==> config.mk <==
export PLATFORM = sky130hd
export DESIGN_NAME = ula_arbiter
export DESIGN_NICKNAME = d
export VERILOG_FILES = /design/src/rtl/ula_arb_pkg.sv /design/src/rtl/ula_arbiter_rr_picker.sv /design/src/rtl/ula_arbiter.sv
export SDC_FILE = /design/constraint.sdc
export NUM_CORES = 1
export LEC_CHECK = 0
export BUFFER_PORTS_ARGS = -buffer_cell sky130_fd_sc_hd__buf_4
export CAP_MARGIN = 20
export CORE_MARGIN = 3
export CORE_UTILIZATION = 25
export CTS_CLUSTER_DIAMETER = 50
export CTS_CLUSTER_SIZE = 20
export DETAILED_ROUTE_END_ITERATION = 16
export GPL_TIMING_DRIVEN = 0
export PLACE_DENSITY = 0.61
export SKIP_LAST_GASP = 1
export SYNTH_ARGS = -nofsm -noshare
export SYNTH_HDL_FRONTEND = slang
export SYNTH_SLANG_ARGS = --single-unit
export TNS_END_PERCENT = 5
==> constraint.sdc <==
create_clock -name clk -period 2.7 [get_ports clk]
set_input_delay 0.405 -clock clk [delete_from_list [all_inputs] [get_ports clk]]
set_output_delay 0.405 -clock clk [all_outputs]
set_load 0.01 [all_outputs]
==> src/rtl/ula_arb_pkg.sv <==
// Shared definitions for the ULA arbiter: FSM encoding, default width and
// the flag bit positions agreed with the shared ULA.
package ula_arb_pkg;

    localparam int DEFAULT_DATA_W = 8;

    typedef enum logic [1:0] {
        IDLE = 2'd0,
        EXEC = 2'd1,
        DONE = 2'd2
    } state_t;

    // Flag bit positions driven by the ULA on ula_flags.
    localparam int FLAG_ZERO  = 0;
    localparam int FLAG_CARRY = 1;
    localparam int FLAG_NEG   = 2;
    localparam int FLAG_OVF   = 3;

endpackage

==> src/rtl/ula_arbiter_rr_picker.sv <==
// Combinational round-robin priority encoder: first set req bit at or
// above ptr, wrapping modulo NUM_REQ.
module rr_picker #(
    parameter int  NUM_REQ = 4,
    localparam int IDX_W   = $clog2(NUM_REQ)
) (
    input  logic [NUM_REQ-1:0] req,
    input  logic [IDX_W-1:0]   ptr,
    output logic               valid,
    output logic [IDX_W-1:0]   index
);

    logic [IDX_W-1:0] pos;

    always_comb begin
        valid = 1'b0;
        index = '0;
        pos   = '0;
        for (int k = 0; k < NUM_REQ; k++) begin
            pos = IDX_W'((int'(ptr) + k) % NUM_REQ);
            if (!valid && req[pos]) begin
                valid = 1'b1;
                index = pos;
            end
        end
    end

endmodule

==> src/rtl/ula_arbiter.sv <==
// Round-robin sharing of one combinational ULA among NUM_REQ cores:
// grant, register operands, capture result/flags, pulse done to the winner.
module ula_arbiter
    import ula_arb_pkg::*;
#(
    parameter int  NUM_REQ = 4,
    parameter int  DATA_W  = DEFAULT_DATA_W,
    localparam int IDX_W   = $clog2(NUM_REQ)
) (
    input  logic                      clk,
    input  logic                      reset,
    input  logic [NUM_REQ-1:0]        req,
    input  logic [NUM_REQ*DATA_W-1:0] req_opcode,
    input  logic [NUM_REQ*DATA_W-1:0] req_operand1,
    input  logic [NUM_REQ*DATA_W-1:0] req_operand2,
    output logic [NUM_REQ-1:0]        done,
    output logic [DATA_W-1:0]         result,
    output logic [DATA_W-1:0]         flags,
    output logic                      busy,
    output logic [IDX_W-1:0]          grant_id,
    output logic [DATA_W-1:0]         ula_opcode,
    output logic [DATA_W-1:0]         ula_operand1,
    output logic [DATA_W-1:0]         ula_operand2,
    input  logic [DATA_W-1:0]         ula_result,
    input  logic [DATA_W-1:0]         ula_flags,
    output logic [1:0]                fsm_state
);

    // Handshake: a core holds req high until granted; req is sampled only in
    // IDLE, the winner gets done[i] for one cycle, and must drop req by that
    // edge -- a req still high in the next IDLE cycle is a new request.

    state_t           state;
    state_t           state_next;
    logic [IDX_W-1:0] ptr;
    logic             pick_valid;
    logic [IDX_W-1:0] pick_index;
    logic [DATA_W-1:0] sel_opcode;
    logic [DATA_W-1:0] sel_operand1;
    logic [DATA_W-1:0] sel_operand2;

    rr_picker #(
        .NUM_REQ (NUM_REQ)
    ) u_picker (
        .req   (req),
        .ptr   (ptr),
        .valid (pick_valid),
        .index (pick_index)
    );

    // Steer the winning core's slice onto the ULA input registers.
    always_comb begin
        sel_opcode   = '0;
        sel_operand1 = '0;
        sel_operand2 = '0;
        for (int i = 0; i < NUM_REQ; i++) begin
            if (pick_index == IDX_W'(i)) begin
                sel_opcode   = req_opcode[i*DATA_W +: DATA_W];
                sel_operand1 = req_operand1[i*DATA_W +: DATA_W];
                sel_operand2 = req_operand2[i*DATA_W +: DATA_W];
            end
        end
    end

    always_ff @(posedge clk or negedge reset) begin
        if (!reset) begin
            state <= IDLE;
        end else begin
            state <= state_next;
        end
    end

    always_comb begin
        state_next = state;
        case (state)
            IDLE:    if (pick_valid) state_next = EXEC;
            EXEC:    state_next = DONE;
            DONE:    state_next = IDLE;
            default: state_next = IDLE;
        endcase
    end

    always_ff @(posedge clk or negedge reset) begin
        if (!reset) begin
            ptr          <= '0;
            grant_id     <= '0;
            ula_opcode   <= '0;
            ula_operand1 <= '0;
            ula_operand2 <= '0;
            result       <= '0;
            flags        <= '0;
            done         <= '0;
        end else begin
            done <= '0;
            case (state)
                IDLE: begin
                    if (pick_valid) begin
                        grant_id     <= pick_index;
                        ula_opcode   <= sel_opcode;
                        ula_operand1 <= sel_operand1;
                        ula_operand2 <= sel_operand2;
                    end
                end
                EXEC: begin
                    result <= ula_result;
                    flags  <= ula_flags;
                    done   <= NUM_REQ'(1) << grant_id;
                end
                DONE: begin
                    // Next search starts just past the core we served.
                    ptr <= (grant_id == IDX_W'(NUM_REQ - 1)) ? '0 : grant_id + 1'b1;
                end
                default: ;
            endcase
        end
    end

    assign busy      = (state == EXEC) || (state == DONE);
    assign fsm_state = state;

endmodule

Word level (Yosys, flattened, before mapping):

Index checks and enable logic that the tools add are counted.

* input bits: 118
* logic and storage cells: 67
* register bits: 50
* output and inout bits: 49

* magnitude comparators: 4
* eq/ne operators: 7
* reduce and logical (&&, ||, !) cells: 10
* mux-type cells: 32
* shifts and indexed selects: 1
* add/sub/neg operators: 4

Operators with widths (count)
* 8-bit two-way mux: 12
* 2-bit by 3-bit less-than comparator with 1-bit output, second input constant: 4
* 2-bit two-way mux: 6
* 1-bit binary-select mux with 2-bit select: 4
* 2-bit == test, second input constant: 4
* 1-bit two-way mux: 8
* 2-bit by 1-bit adder with 2-bit output, second input constant: 2
* 2-bit adder, second input constant: 2
* 2-bit by 1-bit == test with 1-bit output, second input constant: 2
* 2-bit logical NOT: 2
* 4-bit two-way mux: 1
* 2-bit case mux with 2 select lines: 1
* 1-bit by 2-bit left shift with 4-bit output, first input constant: 1
* 1-bit logical AND: 3
* 1-bit logical NOT: 3
* 2-bit != test, second input constant: 1
* 2-bit AND reduction: 1
* 1-bit logical OR: 1

Depth between registers and ports, before layout:

* word-level depth: 17
* mapped depth: 8
* gate-level depth less buffers: 5

Cells and area by module:

From an unflattened synthesis, not the netlist that was laid out.

* cell total of the unflattened synthesis: 164
* area total of the unflattened synthesis: 2642.5 µm²

Modules (own cells, without submodules)
* ula_arbiter: sequential area each 1251.2 µm², instances 1, cells each 149, area each 2565.0 µm²
* rr_picker: sequential area each 0.0 µm², instances 1, cells each 15, area each 77.6 µm²

Worst setup path before layout:

Ideal clock, no wire load.

* kind: register to register
* start: register state[0] (netlist: fsm_state[0])
* end: register ula_opcode[7]
* path buffers: 2
* cell stages (with the launch flop): 8
* data required time: 2.610 ns
* library setup time: 0.090 ns
* setup slack: 1.007 ns
* arrival: 1.603 ns
* period minus slack after synthesis: 1.693 ns
* cell sequence: dfrtp_1 -> inv_1 -> ha_1 -> nand2_1 -> or2_2 -> clkbuf_1 -> buf_2 -> o221ai_1

* longest elaborated chain between the ends: 2

Ends and longest elaborated chain
* start: declaration: line ula_arbiter.sv:33 `state_t state;`
* start signal: assignment: line ula_arbiter.sv:69 `state <= state_next;`
* 2-bit logical NOT: line ula_arbiter.sv:95 `case (state)`
* 2-bit AND reduction (no source line)
* end signal: assignment: line ula_arbiter.sv:99 `ula_opcode <= sel_opcode;`
* end: declaration: line ula_arbiter.sv:21 `output logic [DATA_W-1:0] ula_opcode,`

Every way passes these cells.
A chain may end at the register's enable or synchronous reset.

Final worst setup path:

* start: register state[0] (netlist: fsm_state[0])
* end: register ula_operand2[5]

* longest elaborated chain between the ends: 2

Ends and longest elaborated chain
* 2-bit logical NOT: line ula_arbiter.sv:95
* 2-bit AND reduction (no source line)
* end signal: assignment: line ula_arbiter.sv:101 `ula_operand2 <= sel_operand2;`
* end: declaration: line ula_arbiter.sv:23 `output logic [DATA_W-1:0] ula_operand2,`

Every way passes these cells.

==> metrics.yaml <==
async_flop_share_pct: 100
synth_edf_count: 0
maxCapViolations: 0
die_y_um: 107
hold_viol: 0
path_max_fanout: 10
cts_root_buf: "clkbuf_8"
cts_hold_buf: 0
io_pins: 167
arrival_ns: 2.26
rsz0062_at_grt: "false"
grt_pass1_wl_um: 12600
clk_path_buf_depth: 2
power.internal_w: 0.00247
fin_tns_setup_ns: 0
core_mm2: 0.00991
clk_pin_slew_ns: 0.09
syn_nets: 344
grt_pass1_vias: 2470
synthFlopType: "dfrtp_1"
p_switching_w: 0.00156
grt_usage_pct: 13.8
worstSetupPathType: "register to register"
clkSinkCount: 50
outcome: "finished, final reports clean"
postRouteAntennaNets: 0
fin_skew_ns: 0.00595
start_kind: "register"
wl_per_cell_um: 15.6
yosys.area.top_type_share_pct: 48.6
cts_tree: "done"
syn_to_final_growth_pct: 58.1
cts_buffers: 5
syn_area_mm2: 0.00257
fin_crit_sh_pct: 77.7
vias: 2432
dr.pass1.iters: 4
num-fill-cells: 989
drc: 0
ys_warn_count: 0
die_area_mm2: 0.0115
via_per_inst: 4.63
grt_max_degree: 51
timing.fmax_ghz: 0.476
fin_crit_ns: 2.10
syn_inst: 219
critical-path-top-delay-family: "buffers and inverters"
postCtsSetupBuffers: 0
p_comb_share_pct: 56.1
yosys.area.top_type: "dfrtp_1"
cellPowerDensity_mw_per_mm2: 991
cp_cell_sequence: "inv_1, ha_1, nand2_1, or2_2, clkbuf_1, buf_2, o221ai_1"
start_util_pct: 26.0
ys_top_cells_by_count: "dfrtp_1 (50), mux2i_1 (49), nand2_1 (31)"
slowest_delay_ns: 0.41
clock_latency_ns: 0.30
muxShareOfSynthArea_pct: 26.9
critPathCaptureType: "register"
synth_top_family_by_area: "multiplexers"
p_leak_nw: 2.10
slew_viol_final: 0
ys_seq_area_share_pct: 48.6
synthSimpleGateAreaFrac_pct: 7.49
drtIter0Drc: 56
required_ns: 2.86
tightestPinTransition_ns: 0.653
n_antenna_cell: 0
synth_seq_cells: 50
yosysMostFrequentCell: "dfrtp_1"
place_congestion: 0.786
htreeDepth: 2
syn_avg_cell_area_um2: 11.8
cts_resized: 0
netlist_top_cells_area: "dfrtp_1 (49%), mux2i_1 (19%), o221ai_1 (8.2%)"
maxSlewHeadroom_pct: 56.5
synthAdderAreaFrac_pct: 3.40
p_sw_share_pct: 38.7
yosysUniqueCellTypes: 21
ir_worst_vdd_v: 0.000288
nNetsFinal: 517
p_seq_share_pct: 33.1
pwr-share-clk_pct: 10.8
hold_path.class: "input port to async pin"
antenna_found_initial: 0
synth_compound_area_share_pct: 9.92
fin_hold_ws_ns: 0.137
grt_overflow: 0
io_buffers: 166
hpwl_um: 6510
layout-drive-gt1-share_pct: 51.0
routed_wl_um: 8220
crit_buf_inv: 3
regToRegSetupSlack_ns: 0.60
synth-xor-area-share_pct: 0
row_count: 36
die_w_um: 107
critPathSlowestCell: "dfrtp_1"
setup_viol: 0
-- area by class of cell --
cell class / count / area, µm² / area share [%]
clock inverter: 2 / 15.0 / 0.369
sequential: 50 / 1250 / 30.7
buffer: 15 / 78.8 / 1.94
inverter: 4 / 15.0 / 0.369
tap: 133 / 166 / 4.09
timing repair buffer: 166 / 1250 / 30.6
multi-input combinational: 150 / 1230 / 30.2
clock buffer: 5 / 68.8 / 1.69
-- worst paths after layout --
path	to	start	cells after the start
setup / recovery	ula_operand2[5]$_DFFE_PN0P_	fsm_state[0]$_DFFE_PN0P_	7
hold reg to reg	ula_operand2[3]$_DFFE_PN0P_	ula_operand2[3]$_DFFE_PN0P_	2
min in group clk	result[2]$_DFFE_PN0P_	ula_result[2]	2
setup reg to reg	ula_operand2[5]$_DFFE_PN0P_	fsm_state[0]$_DFFE_PN0P_	7
hold / removal	done[2]$_DFF_PN0_	reset	1
max in group asynchronous	ula_operand2[3]$_DFFE_PN0P_	reset	1
-- per-stage QoR --
stage	setup slack [ns]	area [µm²]	total power, W	std cells	util (%)
after floorplan	1.01	2570	0.00261	219	-
after global placement	0.474	3990	0.00362	518	40.2
after detailed placement	0.422	3990	0.00368	518	40.2
after CTS	0.561	4070	0.00413	525	41.1
after global routing	0.357	4070	0.00436	525	41.1
final	0.601	4070	0.00403	525	41.1
-- routing by layer --
metal	wire length, µm	part of all wire, %	up-vias	track usage [%]
met5	0	0	-	0
met4	110	1.3	0	3.79
met3	386	4.7	8	2.40
met2	4490	55	71	24.9
met1	3230	39	1204	16.9
li1	-	-	1149	-
-- sequential cells by signal (all words and copies together) (netlist names) --
| register | cells |
|---|---|
| fsm_state | 2 |
| done | 4 |
| ula_operand2 | 8 |
| result | 8 |
| ula_operand1 | 8 |
| ula_opcode | 8 |
| ptr | 2 |
| flags | 8 |
| grant_id | 2 |
-- cell usage in the layout (no fill, tap or decap) --
| master | count |
|---|---|
| a211o_1 | 2 |
| a21oi_1 | 1 |
| and2_1 | 4 |
| buf_2 | 6 |
| buf_4 | 166 |
| buf_6 | 2 |
| clkbuf_1 | 7 |
| clkbuf_8 | 5 |
| clkinvlp_4 | 2 |
| dfrtp_1 | 50 |
| ha_1 | 7 |
| inv_1 | 4 |
| mux2_2 | 18 |
| mux2i_1 | 49 |
| nand2_1 | 31 |
| nand2b_1 | 2 |
| nand3_1 | 2 |
| nor2_1 | 4 |
| nor3b_1 | 1 |
| o21a_1 | 1 |
| o21ai_0 | 2 |
| o21ai_1 | 1 |
| o221ai_1 | 24 |
| or2_2 | 1 |
-- power groups by stage --
| stage | clock network, W | logic, W | registers, W |
|---|---|---|---|
| after global placement | 0 | 0.00229 | 0.00134 |
| after floorplan | 0 | 0.00112 | 0.00149 |
| after global routing | 0.000483 | 0.00248 | 0.00139 |
| final | 0.000436 | 0.00226 | 0.00133 |
| after detailed placement | 0 | 0.00232 | 0.00135 |
| after CTS | 0.000463 | 0.00233 | 0.00134 |
-- kinds of logic (layout without fill, tap and decap cells) --
family / after synthesis / in the layout
compound gates: 31 / 31
fa+ha+maj: 7 / 7
buf+inv: 19 / 192
flops: 50 / 50
mux: 67 / 67
simple gates: 45 / 45
Note: power is estimated with default switching activity, not from simulation.
